`config.mk`:
```
export PLATFORM = sky130hd
export DESIGN_NAME = fetch_ctrl
export DESIGN_NICKNAME = d
export VERILOG_FILES = /design/src/rtl/fetch_ctrl.sv
export SDC_FILE = /design/constraint.sdc
export NUM_CORES = 1
export LEC_CHECK = 0
export ABC_AREA = 1
export CAP_MARGIN = 20
export CORE_UTILIZATION = 40
export DETAILED_ROUTE_END_ITERATION = 16
export DONT_BUFFER_PORTS = 1
export GPL_TIMING_DRIVEN = 0
export PLACE_DENSITY_LB_ADDON = 0.08
export SLEW_MARGIN = 0
export SYNTH_ARGS = -nofsm -noshare
export SYNTH_HDL_FRONTEND = slang
export SYNTH_SLANG_ARGS = --single-unit
export TNS_END_PERCENT = 50
```
`constraint.sdc`:
```
create_clock -name Clk -period 2.03 [get_ports Clk]
set_input_delay 0.406 -clock Clk [delete_from_list [all_inputs] [get_ports Clk]]
set_output_delay 0.406 -clock Clk [all_outputs]
set_load 0.02 [all_outputs]
```
`src/rtl/fetch_ctrl.sv`:
```
// Program counter and fetch control for the 9-bit core: sequencing, branch
// resolution through a 16-entry target LUT, run/done status and a retired count.
module fetch_ctrl (
   input  logic        Clk,
   input  logic        Reset,
   input  logic        Start,
   input  logic [6:0]  StartAddr,
   input  logic [8:0]  Instr,
   input  logic        ZeroFlag,
   input  logic        Stall,
   input  logic        LutWe,
   input  logic [3:0]  LutWIdx,
   input  logic [6:0]  LutWData,
   output logic [6:0]  InstAddress,
   output logic        Running,
   output logic        Done,
   output logic [15:0] InstCount
);

   typedef enum logic [1:0] {
      ST_IDLE = 2'd0,
      ST_RUN  = 2'd1,
      ST_DONE = 2'd2
   } state_t;

   state_t      state_q, state_d;
   logic [6:0]  pc_q, pc_d;
   logic [15:0] cnt_q, cnt_d;
   logic        running_q, running_d;
   logic        done_q, done_d;
   logic [6:0]  lut_q [16];
   logic [6:0]  lut_d [16];
   logic        taken;
   logic [6:0]  target;

   always_comb begin
      taken  = (Instr[8:6] == 3'b110) | ((Instr[8:6] == 3'b111) & ZeroFlag);
      // Target is read from the registered LUT, so a same-cycle write is not seen.
      target = lut_q[Instr[3:0]];

      state_d = state_q;
      pc_d    = pc_q;
      cnt_d   = cnt_q;

      case (state_q)
         ST_IDLE, ST_DONE: begin
            if (Start) begin
               pc_d    = StartAddr;
               cnt_d   = 16'd0;
               state_d = ST_RUN;
            end
         end
         ST_RUN: begin
            if (!Stall) begin
               if (cnt_q != 16'hFFFF) begin
                  cnt_d = cnt_q + 16'd1;
               end
               if (taken) begin
                  // A branch to itself is the program's halt idiom.
                  if (target == pc_q) begin
                     state_d = ST_DONE;
                  end else begin
                     pc_d = target;
                  end
               end else if (pc_q == 7'd127) begin
                  state_d = ST_DONE;
               end else begin
                  pc_d = pc_q + 7'd1;
               end
            end
         end
         default: state_d = ST_IDLE;
      endcase

      running_d = (state_d == ST_RUN);
      done_d    = (state_d == ST_DONE);

      lut_d = lut_q;
      if (LutWe) begin
         lut_d[LutWIdx] = LutWData;
      end
   end

   always_ff @(posedge Clk) begin
      if (Reset) begin
         state_q   <= ST_IDLE;
         pc_q      <= 7'd0;
         cnt_q     <= 16'd0;
         running_q <= 1'b0;
         done_q    <= 1'b0;
         for (int i = 0; i < 16; i++) begin
            lut_q[i] <= 7'd0;
         end
      end else begin
         state_q   <= state_d;
         pc_q      <= pc_d;
         cnt_q     <= cnt_d;
         running_q <= running_d;
         done_q    <= done_d;
         lut_q     <= lut_d;
      end
   end

   assign InstAddress = pc_q;
   assign Running     = running_q;
   assign Done        = done_q;
   assign InstCount   = cnt_q;

endmodule

```
Word-level counts from Yosys, hierarchy flattened
Index checks and enable logic that the tools add are counted.

Bitwise operators: 4. Add/sub/neg operators: 2. Equality and inequality tests: 14. Multiplexer cells: 22. $lt $le $gt $ge: 3. Reduce and logical (&&, ||, !) cells: 6.

Operators by type and width (number): $bwmux 112 (1); $mux 7 (8); $mux 16 (3); $pmux 16 s2 (1); $bmux 7 s4 (1); $demux 7 s4 (1); $add 16x1->16 const B (1); $ne 16x16->1 const B (1); $pmux 7 s2 (1); $ge 5x5->1 const B (2); $mux 2 (5); $not 4->5 (2); $add 7x1->7 const B (1); $eq 7x7->1 (1); $eq 7x7->1 const B (1); $eq 3x3->1 const B (2); $ne 2x2->1 const B (3); $ne 3x3->1 const B (2); $lt 5x1->1 const B (1); $reduce_and 5->1 (1); $eq 2x1->1 const B (2); $eq 2x2->1 const B (2); $pmux 2 s2 (1); $reduce_and 4->1 (1); other kinds (6) (6).

Word-level logic and storage cells: 72. Register bits: 139. Bits of input ports: 33.

Logic depth before layout (Yosys ltp)
Gate-level depths: netlist of the first run.

Depth after elaboration: 10. Depth in mapped cells: 20. Mapped depth without buffers: 17.

Worst setup path after synthesis of the first run
No wires, ideal clock.

Path kind: input -> register. From: input Instr[1]. To: register pc_q[3] (netlist: InstAddress[3]). Data arrival time: 1.803 ns. Setup slack: 0.112 ns. Required time: 1.914 ns. Library setup time: 0.116 ns. Cell stages on the path: 17. Path buffers: 3. Cells stage by stage: buf_4 > inv_2 > buf_4 > nand3_1 > nand3_1 > nand3_1 > nand2_1 > nand2_1 > nand2_1 > nand2_1 > nor2_1 > nand2_1 > nand2_1 > nand2_2 > buf_6 > a21oi_1 > nor2_1.

Cells in the longest elaborated chain, start to end: 8.

RTL lines: from (decl) (RTL line 8) `input logic [8:0] Instr,`; $not 4->5 (not written as such) * (RTL line 39) `target = lut_q[Instr[3:0]];`; $bmux 7 s4 * (RTL line 39); $mux 7 (not written as such) * (2 in series) (RTL line 39); branches (longest 4 deep; another with $eq 7x7->1); to (signal assigned) (RTL line 96) `pc_q <= pc_d;`; to (decl) (RTL line 27) `logic [6:0] pc_q, pc_d;`.

Mark *: on every way between the ends. The select of a mux whose other input is x is not followed. A chain may end at the register's enable or synchronous reset.

Worst setup path in the final report of the first run
From: register cnt_q[1] (netlist: InstCount[1]). To: register cnt_q[4] (netlist: InstCount[4]).

Cells in the longest elaborated chain, start to end: 4.

RTL lines: from (decl) (RTL line 28) `logic [15:0] cnt_q, cnt_d;`; from (signal assigned) (RTL line 97) `cnt_q <= cnt_d;`; $add 16x1->16 (RTL line 56) `cnt_d = cnt_q + 16'd1;`; $mux 16 (RTL line 55) `if (cnt_q != 16'hFFFF) begin`; $mux 16 (RTL line 54) `if (!Stall) begin`; $pmux 16 s2 (RTL line 45) `case (state_q)`.

Several ways; a longest one is shown, not always the timed one. The select of a mux whose other input is x is not followed.

==> results of run 1 <==
## per-layer routing
layer / GRT usage / vias up
li1: - / 3302
met1: 0.350 / 2938
met2: 0.416 / 181
met3: 0.0424 / 43
met4: 0.121 / 0
met5: 0 / -
## kinds of logic (layout without fill, tap and decap cells)
family                     after synthesis  after routing  share of synthesized area
buffers and inverters                  193            232                      0.120
and+or+nand+nor                        389            389                      0.242
xor gates and xnor gates                 4              4                    0.00524
adders and majority gates                2              2                    0.00374
AOI/OAI and AO/OA                      271            271                      0.211
muxes                                    1              1                    0.00150
DFF                                    139            139                      0.416
## area by class of cell
type | count | share of cell area
Multi-Input combinational cell | 667 | 0.419
Sequential cell | 139 | 0.352
Inverter | 135 | 0.0642
Clock buffer | 22 | 0.0593
Buffer | 58 | 0.0431
Tap cell | 216 | 0.0338
Clock inverter | 10 | 0.0205
Timing Repair Buffer | 7 | 0.00799
## power by group through the flow
stage	clock network, mW	registers, mW	logic (mW)
after detailed placement	0	2.94	0.653
after global placement	0	2.94	0.652
after floorplan	0	2.92	0.469
final	3.39	2.88	0.734
after global routing	3.55	2.89	0.814
after CTS	3.42	2.88	0.662
## critical path, delay by kind of cell (launching register included)
kind | cells | cell delay [ps]
adder cells (fa/ha/maj) | 1 | 160
buffers and inverters | 2 | 240
AND/OR/NAND/NOR | 8 | 860
flip-flops | 1 | 400
XOR/XNOR | 1 | 140
## through the flow
stage                     hold slack, ps  setup TNS, ps
after detailed placement             443          -5390
after global routing                34.2           -175
final                               39.6              0
after floorplan                      424              0
after CTS                           30.7              0
after global placement               442          -5480
## synthesized netlist by cell type
library cell | instances | share of area
nor2_2 | 1 | 0.00094
o211ai_1 | 13 | 0.015
mux2i_1 | 1 | 0.0015
o21ai_1 | 13 | 0.0097
nand4_1 | 3 | 0.0028
or2_2 | 1 | 0.00094
dfxtp_1 | 139 | 0.42
nor4_1 | 1 | 0.00094
xor2_1 | 4 | 0.0052
nand2_1 | 157 | 0.088
o22ai_1 | 1 | 0.00094
o211a_1 | 1 | 0.0015
a21oi_1 | 109 | 0.082
nand3b_1 | 1 | 0.0011
a31oi_1 | 2 | 0.0019
nor2_1 | 116 | 0.065
and3_1 | 1 | 0.00094
buf_2 | 8 | 0.0060
clkinv_1 | 3 | 0.0017
nand3_1 | 98 | 0.073
buf_4 | 8 | 0.0090
buf_1 | 2 | 0.0011
inv_2 | 2 | 0.0011
nor3_1 | 9 | 0.0067
ha_1 | 2 | 0.0037
nand2_2 | 1 | 0.00094
inv_1 | 130 | 0.073
o21a_1 | 2 | 0.0022
o21ai_0 | 126 | 0.094
buf_6 | 5 | 0.0084
clkbuf_1 | 35 | 0.020
a22oi_1 | 4 | 0.0045
## layout by cell type (no fill, tap or decap), drive strengths merged, types with 2 or more instances in the layout
master,Yosys,final
nand2,158,158
dfxtp,139,139
o21ai,139,139
inv,132,131
nor2,117,117
a21oi,109,109
nand3,98,98
clkbuf,35,60
buf,23,27
o211ai,13,13
nor3,9,9
clkinv,3,8
a22oi,4,4
xor2,4,4
bufinv,0,4
nand4,3,3
clkinvlp,0,2
a31oi,2,2
o21a,2,2
ha,2,2
## repair_timing
item / CTS / global route
setup buffers: 1 / 5
gates cloned: 0 / 1
resized for setup: 12 / 99
pin swaps: 1 / 30
endpoints found under the setup margin: 17 / 19
## flip-flops by register name, summed over array words and instances, names as in the netlist
name	cells
lut_q	112
InstCount	16
InstAddress	7
state_q	2
Done	1
Running	1
## final timing paths
kind             endpoint  slack, ps
max          InstCount[4]         90
min                  Done         40
max reg2reg  InstCount[4]         90
min reg2reg     lut_q[61]        450
==> impl_metrics.csv, run 1 <==
group,metric,value,unit
cells_and_area,diodes,0,
cts,numCtsBuffers,17,
routing,wirelength_met1,10.5,mm
timing,finalSetupViolations,0,
yosys,synth_area,6690,µm²
placed_design,portBuffers,0,
placed_design,pre_cts_ws,-473,ps
yosys,ys_types,32,
pwr,worst_ir_drop_vdd,0.622,mV
job,drv_cap,0,
critical_path,critical-path-max-stage-delay,400,ps
pwr,p_comb_frac,0.105,
cts,h-tree-depth,4,
critical_path,cp_data_arrival_time,2250,ps
routing,routed_wl,22.0,mm
cts,path_clk_slew,60,ps
placed_design,place_congestion,0.867,
yosys,synth-seq-cells,139,
pwr,p_int,5.20,mW
critical_path,reg2reg_from,"InstCount[1]",
global_routing,gr-usage-all-layers,0.263,
routing,num_vias,6464,
yosys,synth_area_per_cell,6.69,µm²
floorplan,die_y,131,µm
critical_path,critical_path.startpoint_type,"flip-flop",
critical_path,ff2ff_path_depth,12,
floorplan,start_util,0.415,
global_routing,grt_pass1_wl,34.4,mm
timing,layout_setup_ws,93.5,ps
cts,cts_hold_buf,0,
cts,cts_sinks,139,
routing,maxUsedRoutingLayer,"met4",
cells_and_area,seq_area,2820,µm²
critical_path,critPathCaptureType,"flip-flop",
placed_design,dp.cells,1215,
cts,cts_buffer_depth,2,
status,outcome,"completed",
cells_and_area,drive_gt1_frac,0.122,
timing,layout_min_cycle_time,1940,ps
floorplan,num_io_pins,58,
routing,drt-vias-per-instance,5.15,
timing,max_freq,516,MHz
cts,clkLatencyLatePin,430,ps
critical_path,worstPathMaxFanout,6,
cells_and_area,final_cells,1254,
floorplan,die_area,17200,µm²
critical_path,crit_chain,"ha_4, nand2_2, nor3_4, nand4_1, nand3_1, nand2_2, buf_6, inv_1, nor2_1, nand2_1, xor2_1, nor2_1",
pwr,p_leak,3.22,nW
global_routing,grt-ovfl-total,0,
cells_and_area,postLayoutCellArea,7990,µm²
cells_and_area,multi_input_area,3350,µm²
timing,worst_pin_slew,803,ps
placed_design,placed_cell_area,6960,µm²
pwr,swShare,0.257,
routing,drtAntennaViolNets,0,
routing,drc,0,
floorplan,fp.dieW,131,µm
worst_hold_path,whs_path_depth,1,
cts,cts-root-buf,"clkbuf_16",
floorplan,core,16100,µm²
pwr,powerDensity,876,nW/µm²
timing,hold_viol,0,
floorplan,rows,46,
critical_path,required,2340,ps
cells_and_area,fin_util,0.496,
yosys,syn-num-nets,1034,
routing,avgRoutedWirePerCell,17.6,µm
timing,slew_violations,0,
worst_hold_path,worst_hold_startpoint,"Reset",
critical_path,crit_type,"reg -> reg",
routing,drt-initial-drc-count,415,
pwr,seq_power_share,0.411,
pwr,power,7.00,mW
timing,slew-limit-headroom,0.465,
global_routing,grt_max_degree,17,
pwr,power.switching,1.80,mW
global_routing,antenna_found_initial,0,
yosys,syn_inst,999,
timing,skew,5.54,ps
cells_and_area,area_growth_syn_to_layout,19.5,%
yosys,yosys_warnings,0,
critical_path,crit_path_start,"InstCount[1]",
yosys,synth-seq-area-share,0.416,
pwr,power_frac_clock,0.484,
cells_and_area,nets,1060,
worst_hold_path,min_path_type,"in -> reg",
critical_path,critPathSlowestCell,"dfxtp_4",
cells_and_area,fill_cells,1699,
routing,dr_wl_met3,1.16,mm
global_routing,grt_pass1_vias,6098,
timing,final.period_utilization,0.954,
routing,met2_length,9.76,mm
placed_design,hpwlAfterDp,15.3,mm
cts,cts_tree,"yes",
routing,drt_pass1_iterations,5,
Power figures use the tool's default switching activity.
==> inputs of run 2 (changes only) <==
==> constraint.sdc (replaced) <==
create_clock -name Clk -period 1.95 [get_ports Clk]
set_input_delay 0.39 -clock Clk [delete_from_list [all_inputs] [get_ports Clk]]
set_output_delay 0.39 -clock Clk [all_outputs]
set_load 0.02 [all_outputs]
==> run 2 against run 1 <==
- flip-flop and latch count stayed put
- first-iteration DRC count is 31% higher
- sequential share of layout area is 0.51 points lower
- total power is 4.6% higher
- setup slack worse by 24 ps
- combinational power is 8.7% higher
- critical path depth is 1 higher
- clock skew is 2.6 ps higher
- highest routed layer unchanged
==> impl_metrics.csv, run 2 (synthesis results as in run 1) <==
group,metric,value,unit
critical_path,crit_type,"reg -> reg",
cells_and_area,top_register,"lut_q",
cells_and_area,largest_reg_flops,112,
pwr,p_int,5.43,mW
pwr,p_leak,3.31,nW
critical_path,cp_data_arrival_time,2190,ps
cells_and_area,postLayoutCellArea,8140,µm²
timing,finalSetupViolations,0,
pwr,seq_power_share,0.410,
cells_and_area,nets,1064,
global_routing,grt-ovfl-total,0,
timing,rsz0062_at_grt,"true",
timing,setup_tns,0,ps
floorplan,die_area,17200,µm²
pwr,p_comb_frac,0.109,
pwr,worst_ir_drop_vdd,0.642,mV
cells_and_area,final_cells,1258,
pwr,power.switching,1.89,mW
timing,slew-limit-headroom,0.460,
global_routing,gr-usage-all-layers,0.263,
timing,layout_min_cycle_time,1880,ps
floorplan,core,16100,µm²
cts,h-tree-depth,4,
job,drv_cap,0,
routing,drt-initial-drc-count,542,
cts,path_clk_slew,60,ps
timing,final.period_utilization,0.964,
floorplan,num_io_pins,58,
floorplan,start_util,0.415,
cells_and_area,final_cell_mix,"nand2_1, o21ai_0, inv_1",
worst_hold_path,worst_hold_startpoint,"Reset",
critical_path,worstPathMaxFanout,6,
cts,cts_sinks,139,
placed_design,placed_cell_area,6960,µm²
placed_design,pre_cts_ws,-537,ps
cells_and_area,area_growth_syn_to_layout,21.8,%
routing,avgRoutedWirePerCell,17.7,µm
cts,numCtsBuffers,17,
global_routing,grt_pass1_wl,34.5,mm
floorplan,fp.dieW,131,µm
pwr,powerDensity,899,nW/µm²
timing,hold_viol,0,
routing,num_vias,6590,
placed_design,hpwlAfterDp,15.3,mm
cells_and_area,fill_cells,1690,
routing,drt-vias-per-instance,5.24,
routing,routed_wl,22.2,mm
floorplan,rows,46,
cts,cts_buffer_depth,2,
critical_path,required,2260,ps
global_routing,grt_pass1_vias,6135,
placed_design,dp.cells,1215,
critical_path,critical_path.startpoint_type,"flip-flop",
cells_and_area,drive_gt1_frac,0.155,
placed_design,portBuffers,0,
critical_path,reg2reg_from,"InstCount[7]",
timing,layout_setup_ws,70.0,ps
placed_design,place_congestion,0.867,
critical_path,crit_path_start,"InstCount[7]",
cells_and_area,final_common_cell,"nand2_1",
cts,clkLatencyLatePin,430,ps
critical_path,critPathCaptureType,"flip-flop",
global_routing,grt_max_degree,17,
timing,skew,8.15,ps
floorplan,die_y,131,µm
routing,drtAntennaViolNets,0,
pwr,power_frac_clock,0.481,
timing,slew_violations,0,
worst_hold_path,min_path_type,"in -> reg",
cts,cts-root-buf,"clkbuf_16",
cts,cts_tree,"yes",
routing,drc,0,
cells_and_area,diodes,0,
pwr,power,7.32,mW
global_routing,antenna_found_initial,0,
status,outcome,"completed",
critical_path,r2r_slack,70,ps
timing,worst_pin_slew,804,ps
timing,max_freq,532,MHz
routing,drt_pass1_iterations,5,
pwr,swShare,0.258,
## run 2: changes by cell type in the layout (fill, tap and decap cells not counted), sizes merged
cell and delta:
clkbuf -2, buf +6
## run 2: worst paths after layout
path,to,depth (start not counted)
hold / removal,Done,1
setup reg to reg,InstCount[4],13
hold reg to reg,lut_q[86],2
setup / recovery,InstCount[4],13
## run 2: metal layers
metal  up-vias  track usage  share of wire  wire (µm)
met5         -            0              0          0
met4         0        0.123          0.028        627
met3        41       0.0386          0.049       1090
met2       195        0.416           0.45       9960
met1      3028        0.353           0.47      10500
li1       3326            -              -          -
## run 2: final cells by class
class / count / area, µm² / area share
plain buffers: 58 / 345 / 0.0424
clock buffers: 22 / 474 / 0.0583
clock inverters: 10 / 164 / 0.0201
inverters: 135 / 510 / 0.0627
multi-input cells: 667 / 3440 / 0.423
flip-flops and latches: 139 / 2830 / 0.347
well taps: 216 / 270 / 0.0332
repair buffers: 11 / 106 / 0.0131
## run 2: critical path: stages, from the launching register on
cell     delay (ps)
dfxtp_4         390
nand2_1         110
nor2_2          130
inv_2            70
nor2_2          130
nand4_1         180
nand3_2         150
nand2_4          90
buf_6           150
inv_2            60
nor2_1           50
nand2_1          70
xor2_1          140
nor2_1           50
## run 2: stage by stage
stage,hold WS [ps],utilization
floorplan,424,-
global placement,442,0.432
detailed placement,443,0.432
CTS,14.7,0.477
global route,18.2,0.505
finish,27.4,0.505
## run 2: timing repair
item | CTS | global route
endpoints found under the setup margin | 18 | 20
pin swaps | 2 | 43
hold buffers | 0 | 0
setup buffers | 1 | 9
gates resized for setup | 28 | 116
cloned | 0 | 1
## run 2: power by group through the flow
stage	sequential, mW	combinational (mW)	clock [mW]
after floorplan	3.04	0.488	0
after global placement	3.06	0.678	0
after detailed placement	3.06	0.680	0
after CTS	3.00	0.698	3.56
after global routing	3.00	0.882	3.69
final	3.00	0.798	3.52
